--- src/rtl/rf_fifo_ctrl.sv ---
// FIFO controller that sequences an external register file: it owns the
// read/write pointers and occupancy count, drives the register-file strobes
// and addresses, and reports status plus sticky overflow/underflow errors.
module rf_fifo_ctrl #(
    parameter int WS       = 4,
    parameter int DEPTH    = 8,
    parameter int AS       = $clog2(DEPTH),
    parameter int AF_LEVEL = DEPTH - 1,
    parameter int AE_LEVEL = 1
) (
    input  logic          clk,
    input  logic          reset,
    input  logic          push,
    input  logic [WS-1:0] push_data,
    input  logic          pop,
    input  logic          flush,
    output logic          wr,
    output logic [AS-1:0] AddrWr,
    output logic [WS-1:0] DataWr,
    output logic          rd,
    output logic [AS-1:0] AddrRd,
    output logic          pop_valid,
    output logic [AS:0]   count,
    output logic          full,
    output logic          empty,
    output logic          almost_full,
    output logic          almost_empty,
    output logic          overflow,
    output logic          underflow
);

    localparam logic [AS:0] FULL_C = (AS+1)'(DEPTH);
    localparam logic [AS:0] AF_C   = (AS+1)'(AF_LEVEL);
    localparam logic [AS:0] AE_C   = (AS+1)'(AE_LEVEL);

    logic [AS-1:0] wr_ptr_q, wr_ptr_d;
    logic [AS-1:0] rd_ptr_q, rd_ptr_d;
    logic [AS:0]   count_q, count_d;
    logic          pop_pend_q, pop_pend_d;
    logic          ovf_q, ovf_d;
    logic          unf_q, unf_d;
    logic          push_ok, pop_ok;

    // Accept decisions come from the registered count only, so a push can
    // never use the slot a same-cycle pop frees (and vice versa). Reset and
    // flush suppress all register-file traffic.
    always_comb begin
        push_ok = push && !reset && !flush && (count_q != FULL_C);
        pop_ok  = pop  && !reset && !flush && (count_q != '0);

        wr     = push_ok;
        AddrWr = push_ok ? wr_ptr_q  : '0;
        DataWr = push_ok ? push_data : '0;
        rd     = pop_ok;
        AddrRd = pop_ok ? rd_ptr_q : '0;
    end

    // Next-state logic for pointers, occupancy, pending read and error flags.
    always_comb begin
        wr_ptr_d   = wr_ptr_q;
        rd_ptr_d   = rd_ptr_q;
        count_d    = count_q;
        pop_pend_d = 1'b0;
        ovf_d      = ovf_q;
        unf_d      = unf_q;

        if (flush) begin
            wr_ptr_d = '0;
            rd_ptr_d = '0;
            count_d  = '0;
            ovf_d    = 1'b0;
            unf_d    = 1'b0;
        end else begin
            // DEPTH is a power of two, so plain increment wraps correctly.
            if (push_ok) wr_ptr_d = wr_ptr_q + AS'(1);
            if (pop_ok)  rd_ptr_d = rd_ptr_q + AS'(1);

            case ({push_ok, pop_ok})
                2'b10:   count_d = count_q + (AS+1)'(1);
                2'b01:   count_d = count_q - (AS+1)'(1);
                default: count_d = count_q;
            endcase

            // The register file presents read data one cycle after rd.
            pop_pend_d = pop_ok;
            ovf_d      = ovf_q | (push && !push_ok);
            unf_d      = unf_q | (pop && !pop_ok);
        end
    end

    // State registers with synchronous reset taking priority over everything.
    always_ff @(posedge clk) begin
        if (reset) begin
            wr_ptr_q   <= '0;
            rd_ptr_q   <= '0;
            count_q    <= '0;
            pop_pend_q <= 1'b0;
            ovf_q      <= 1'b0;
            unf_q      <= 1'b0;
        end else begin
            wr_ptr_q   <= wr_ptr_d;
            rd_ptr_q   <= rd_ptr_d;
            count_q    <= count_d;
            pop_pend_q <= pop_pend_d;
            ovf_q      <= ovf_d;
            unf_q      <= unf_d;
        end
    end

    // Status outputs derive only from registered state.
    always_comb begin
        pop_valid    = pop_pend_q;
        count        = count_q;
        full         = (count_q == FULL_C);
        empty        = (count_q == '0);
        almost_full  = (count_q >= AF_C);
        almost_empty = (count_q <= AE_C);
        overflow     = ovf_q;
        underflow    = unf_q;
    end

endmodule

--- config.mk ---
export PLATFORM = sky130hd
export DESIGN_NAME = rf_fifo_ctrl
export DESIGN_NICKNAME = d
export VERILOG_FILES = /design/src/rtl/rf_fifo_ctrl.sv
export SDC_FILE = /design/constraint.sdc
export NUM_CORES = 1
export LEC_CHECK = 0
export CORE_AREA = 5 5 49 51
export DETAILED_ROUTE_END_ITERATION = 6
export DIE_AREA = 0 0 54 56
export PLACE_DENSITY = 0.79
export REMOVE_ABC_BUFFERS = 1
export SYNTH_ARGS = -nofsm -noshare
export SYNTH_HDL_FRONTEND = slang
export SYNTH_SLANG_ARGS = --single-unit
--- constraint.sdc ---
create_clock -name clk -period 3 [get_ports clk]
set_input_delay 0.75 -clock clk [delete_from_list [all_inputs] [get_ports clk]]
set_output_delay 0.75 -clock clk [all_outputs]
set_load 0.005 [all_outputs]
==> flow_summary.json, run 1 <==
{
  "grt_use_met2_pct": 23.88,
  "cts_buffer_depth": 2,
  "seq_area_frac_synth_pct": 34.96,
  "fin_tns_setup_ns": 0,
  "via_per_inst": 4.779,
  "antenna_found_initial": 0,
  "pin_count": 32,
  "routedWlPerCell_um": 12.37,
  "clk_pin_slew_ns": 0.07,
  "synth_compound_area_share_pct": 13.61,
  "cap_violations": 0,
  "synth_ff_type": "dfxtp_1",
  "cts_root_buf": "clkbuf_4",
  "slew_violations": 0,
  "synthAdderAreaFrac_pct": 10.08,
  "hold_class": "register to register",
  "worstSkewPairLatency_ns": 0.27,
  "fin_hold_ws_ns": 0.4780,
  "hold_path_end": "underflow$_SDFF_PP0_",
  "synth_cell_types": 29,
  "netSwitchingFraction_pct": 23.68,
  "tritoncts": "done",
  "rr_worst_depth": 13,
  "cts_inserted_buffers": 3,
  "synth_top_family_by_area": "simple AND/OR/NAND/NOR gates",
  "required_ns": 2.25,
  "cpPeakStageDelay_ns": 0.48,
  "path_cells": "clkdlybuf4s50_1 > inv_1 > nor3_4 > buf_6 > buf_4 > and2_1 > clkdlybuf4s15_1",
  "finalClockSkew_ns": 0.002469,
  "synthSimpleGateAreaFrac_pct": 29.24,
  "gp_congestion": 0.8268,
  "place.port_buffers": 31,
  "endpoint_kind": "output port",
  "critical_path_class": "input port to output port",
  "ant_nets": 0,
  "crit_slowest_cell": "clkdlybuf4s50_1",
  "start_util_pct": 39.14,
  "cp_data_arrival_time_ns": 2.13,
  "max-slew-margin-rel_pct": 81.23,
  "fmax_mhz": 347.5,
  "fin_crit_ns": 2.878,
  "drive_gt1_share_pct": 20.59,
  "power_frac_comb_pct": 17.5,
  "wirelength_um": 2017,
  "rrSetupSlack_ns": 0.19,
  "grt_max_degree": 10,
  "layout.nets": 152,
  "antenna_cells": 0,
  "gr-usage-met1_pct": 17.05,
  "dp_slack_ns": -0.2557,
  "peakVddDrop_uv": 276.8,
  "netlist_instances": 86,
  "cp_max_fo": 3,
  "vias": 779,
  "drcViolationCount": 0,
  "grt_busiest_layer": "met2",
  "min_delay_path_depth": 2,
  "grt_usage_pct": 14.40,
  "fin_crit_sh_pct": 95.93,
  "ys_warn_count": 0,
  "syn_to_final_growth_pct": 67.40,
  "dpl.cell_count": 151,
  "dieArea_um2": 3024,
  "final_common_cell": "clkdlybuf4s50_1",
  "intPower_mw": 0.2626,
  "p_leak_nw": 0.5644,
  "grt_pass1_wl_um": 3374,
  "setup_violations": 0,
  "synth-seq-cells": 13,
  "power.density_nw_per_um2": 276.1,
  "clockPowerShare_pct": 30.8,
  "post-route-util_pct": 65.53,
  "grt_util_met3_pct": 1.877,
  "fin_cells": 163,
  "drtIter0Drc": 5,
  "grt-ovfl-total": 0,
  "switching_power_mw": 0.08149,
  "synth_edf_count": 0,
  "yosys.area_share.xor_xnor_pct": 2.353,
  "rows": 16,
  "postSynthAreaPerCell_um2": 8.657,
  "core_area_um2": 1902,
  "syn-cell-area_um2": 744.5,
  "fin_ws_ns": 0.1220,
  "hpwl_um": 1485,
  "ctsHtreeMaxLevel": 1,
  "hp-start": "underflow$_SDFF_PP0_",
  "cts_sinks": 13,
  "outcome": "completed",
  "holdBufCountCts": 0,
  "dieWidth_um": 54,
  "reg2reg_to": "count[3]$_SDFFE_PP0P_",
  "cp-start-kind": "input port",
  "p_seq_share_pct": 51.8,
  "die_y_um": 56,
  "r2r_start": "count[1]$_SDFFE_PP0P_",
  "tightest_slew_ns": 0.2816,
  "hold_viol_final": 0,
  "first_global_vias": 799,
  "drtPass1Iterations": 3,
  "final_cell_mix": "clkdlybuf4s50_1, buf_4, dfxtp_1",
  "synthArstFlopShare_pct": 0,
  "yosys-mux-area-fraction_pct": 4.034
}
[power groups by stage]
| stage | clock (mW) | sequential (mW) | combinational [mW] |
|---|---|---|---|
| 6_report | 0.106 | 0.178 | 0.0601 |
| 5_1_grt | 0.119 | 0.179 | 0.0662 |
| 4_1_cts | 0.111 | 0.178 | 0.0597 |
| 3_5_place_dp | 0 | 0.182 | 0.0541 |
| 3_3_place_gp | 0 | 0.182 | 0.0534 |
| 2_1_floorplan | 0 | 0.182 | 0.0204 |
[state kept, by name (all words and copies together), names as in the netlist]
register   flops
pop_valid      1
underflow      1
rd_ptr_q       3
overflow       1
wr_ptr_q       3
count          4
[synthesized netlist by cell type, types with 2 or more instances]
master	n	share of area, %
xor2_1	2	2.4
mux2i_1	3	4.0
dfxtp_1	13	35
clkbuf_1	2	1.0
nand2_1	3	1.5
nor3_1	3	2.0
a21oi_1	8	5.4
nor2_1	6	3.0
o31ai_1	2	2.0
inv_1	7	3.5
and2_1	10	8.4
or4_1	2	2.0
ha_1	6	10
o21ai_0	4	2.7
[repair_timing]
item,CTS,global route
resized for setup,14,9
endpoints found under the setup margin,12,6
cloned,0,0
setup buffers,7,1
hold endpoints to repair,0,0
pin swaps,2,3
[layout make-up]
type	count	area, um2
fillers	157	655.6
multi-input cells	62	452.9
clock buffers	4	26.28
repair buffers	49	442.9
well taps	27	33.78
inverters	8	30.03
flip-flops and latches	13	260.3
[how the worst max path moves through the flow]
stage	slack [ns]	depth (start not counted)	startpoint	end
2_1_floorplan	0.42	6	reset	count[3]$_SDFFE_PP0P_
3_3_place_gp	-0.21	5	reset	AddrWr[1]
3_5_place_dp	-0.26	5	reset	DataWr[0]
4_1_cts	0.007	7	flush	AddrWr[0]
5_1_grt	-0.008	8	count[0]$_SDFFE_PP0P_	AddrWr[0]
6_report	0.12	7	push	AddrWr[0]
[layer usage]
metal | up-vias | routed length (um)
li1 | 395 | -
met1 | 352 | 891
met2 | 28 | 942
met3 | 4 | 146
met4 | 0 | 36
met5 | - | 0
[through the flow]
stage,power [mW],area [um2]
after floorplan,0.2022,732.0
after global placement,0.2355,1151
after detailed placement,0.2364,1151
after CTS,0.3488,1222
after global routing,0.3637,1246
final,0.3441,1246
[critical path: cells and delay by family]
kind | cells | cell delay, ns
buf+inv | 5 | 1.01
simple gates | 2 | 0.36
[logic make-up after synthesis]
logic type	count (synthesis)
muxes	3
adders and majority gates	6
xor gates and xnor gates	2
DFF	13
buffers and inverters	11
AOI/OAI and AO/OA	17
and+or+nand+nor	34
Power figures use the tool's default switching activity.
==> inputs of run 2 (changes only) <==
--- a/config.mk
+++ b/config.mk
@@ -5,10 +5,12 @@
 export SDC_FILE = /design/constraint.sdc
 export NUM_CORES = 1
 export LEC_CHECK = 0
-export CORE_AREA = 5 5 49 51
+export ABC_AREA = 1
+export CORE_AREA = 5 5 51 53
 export DETAILED_ROUTE_END_ITERATION = 6
-export DIE_AREA = 0 0 54 56
-export PLACE_DENSITY = 0.79
+export DIE_AREA = 0 0 56 58
+export MAX_ROUTING_LAYER = met4
+export PLACE_DENSITY = 0.78
 export REMOVE_ABC_BUFFERS = 1
 export SYNTH_ARGS = -nofsm -noshare
 export SYNTH_HDL_FRONTEND = slang
==> constraint.sdc (replaced) <==
create_clock -name clk -period 3 [get_ports clk]
set_input_delay 0.3 -clock clk [delete_from_list [all_inputs] [get_ports clk]]
set_output_delay 0.3 -clock clk [all_outputs]
set_load 0.005 [all_outputs]
==> flow_summary.json, run 2 <==
{
  "outcome": "completed",
  "cp-start-kind": "register",
  "cts_sinks": 13,
  "max-slew-margin-rel_pct": 78.80,
  "rows": 17,
  "synth_top_area_cell": "dfxtp_1",
  "peakVddDrop_uv": 227.4,
  "dieArea_um2": 3248,
  "start_util_pct": 39.04,
  "grt-ovfl-total": 0,
  "fin_crit_sh_pct": 82.15,
  "synth_top_family_by_area": "simple AND/OR/NAND/NOR gates",
  "power_mw": 0.3442,
  "synth.area.top_cells": "dfxtp_1, nor2_1, ha_1",
  "cap_violations": 0,
  "postSynthAreaPerCell_um2": 7.148,
  "synth_top_area_share_pct": 31.66,
  "fmax_mhz": 405.8,
  "clk_pin_slew_ns": 0.08,
  "required_ns": 2.70,
  "synth_edf_count": 0,
  "hold_viol_final": 0,
  "fin_tns_setup_ns": 0,
  "syn_to_final_growth_pct": 45.20,
  "post-route-util_pct": 56.68,
  "synth-seq-cells": 13,
  "largest_register_ffs": 4,
  "vias": 801,
  "dieWidth_um": 56,
  "critical_path_class": "register to output port",
  "finalClockSkew_ns": 0.006015,
  "first_global_vias": 810,
  "synthArstFlopShare_pct": 0,
  "cp_data_arrival_time_ns": 2.16,
  "synthAdderAreaFrac_pct": 9.132,
  "die_y_um": 58,
  "rsz0062_at_grt": "false",
  "ys_warn_count": 0,
  "cts_setup_buffers": 0,
  "final_cell_mix": "clkdlybuf4s50_1, nor2_1, inv_1",
  "drive_gt1_share_pct": 10.00,
  "netlist_instances": 115,
  "synth_ff_type": "dfxtp_1",
  "setup_violations": 0,
  "cp_max_fo": 9,
  "slew_violations": 0,
  "ctsHtreeMaxLevel": 1,
  "synth_common_cells": "nor2_1, inv_1, nand2_1",
  "yosys.area_share.xor_xnor_pct": 1.065,
  "rr_worst_depth": 11,
  "fin_hold_ws_ns": 0.4563,
  "hold_class": "register to register",
  "core_area_um2": 2106,
  "grt_max_degree": 10,
  "hpwl_um": 1618,
  "seq_area_frac_synth_pct": 31.66,
  "drtPass1Iterations": 2,
  "wirelength_um": 1969,
  "tritoncts": "done",
  "synth_compound_area_share_pct": 8.524,
  "tightest_slew_ns": 0.3173,
  "min_delay_path_depth": 2,
  "grt_pass1_wl_um": 3374,
  "antenna_found_initial": 0,
  "synthSimpleGateAreaFrac_pct": 39.27,
  "cts_root_buf": "clkbuf_4",
  "synth.most_common_cell": "nor2_1",
  "cts_inserted_buffers": 3,
  "yosys-mux-area-fraction_pct": 0,
  "cts_buffer_depth": 2,
  "layout.nets": 166,
  "holdBufCountCts": 0,
  "routedWlPerCell_um": 11.06,
  "via_per_inst": 4.500,
  "antenna_cells": 0,
  "p_leak_nw": 0.5308,
  "power.density_nw_per_um2": 288.3,
  "endpoint_kind": "output port",
  "worstSkewPairLatency_ns": 0.29,
  "fin_crit_ns": 2.464,
  "pin_count": 32,
  "drcViolationCount": 0,
  "drtIter0Drc": 12,
  "gp_congestion": 0.7971,
  "ant_nets": 0,
  "final_common_cell": "clkdlybuf4s50_1",
  "cts_resized": 0,
  "place.port_buffers": 31,
  "grt_usage_pct": 13.28,
  "syn-cell-area_um2": 822.0,
  "synth_cell_types": 19
}
run 2: cell types whose count changed after synthesis, sizes merged, moves of 3 or more:
cell,before,now
a21oi,8,5
and2,10,0
inv,8,22
mux2i,3,0
nand2,3,17
nand3,1,6
nor2,6,35
nor3,5,0
run 2: logic make-up (layout without fill, tap and decap cells):
kind of cell / after synthesis / in the layout
AND/OR/NAND/NOR: 60 / 60
buffers and inverters: 22 / 57
AO/OA/AOI/OAI: 13 / 13
flip-flops: 13 / 13
adder cells (fa/ha/maj): 6 / 6
XOR/XNOR: 1 / 1
run 2: power breakdown:
group	switching (mW)	internal (mW)
Clock	0.0620	0.0517
Sequential	0.00208	0.175
Combinational	0.0263	0.0270
Total	0.0904	0.254
run 2: stage by stage:
stage               setup slack [ns]  std cells  instance area (um2)
finish                        0.5356        178                 1194
global route                  0.4030        178                 1194
CTS                           0.5134        178                 1194
detailed placement            0.7171        174                 1167
global placement              0.7588        174                 1167
floorplan                      1.031        115                822.0
run 2: worst max-delay path, cell delays in order, from the launching register on:
cell and delay, ns:
dfxtp_1 0.41, inv_1 0.11, ha_1 0.30, nand2_2 0.12
nor2_4 0.05, nor2_4 0.16, nand2_8 0.10, nor2_1 0.12
clkdlybuf4s50_1 0.52
run 2: final timing paths:
check	from	to	slack, ns
max	count[0]$_SDFFE_PP0P_	DataWr[3]	0.54
max reg2reg	count[0]$_SDFFE_PP0P_	count[3]$_SDFFE_PP0P_	0.83
min	underflow$_SDFF_PP0_	underflow$_SDFF_PP0_	0.46
min reg2reg	underflow$_SDFF_PP0_	underflow$_SDFF_PP0_	0.46
run 2: layer usage:
layer / share of wire (%) / vias up / track usage, %
li1: - / 423 / -
met1: 43 / 346 / 14.00
met2: 49 / 27 / 23.71
met3: 6.6 / 5 / 3.118
met4: 1.6 / 0 / 5.763
met5: 0 / - / -
run 2: area by class of cell:
type	count	area (um2)
inverters	22	85.08
well taps	28	35.03
clock buffers	4	26.28
repair buffers	31	310.3
multi-input cells	80	476.7
flip-flops and latches	13	260.3
fillers	200	912.1
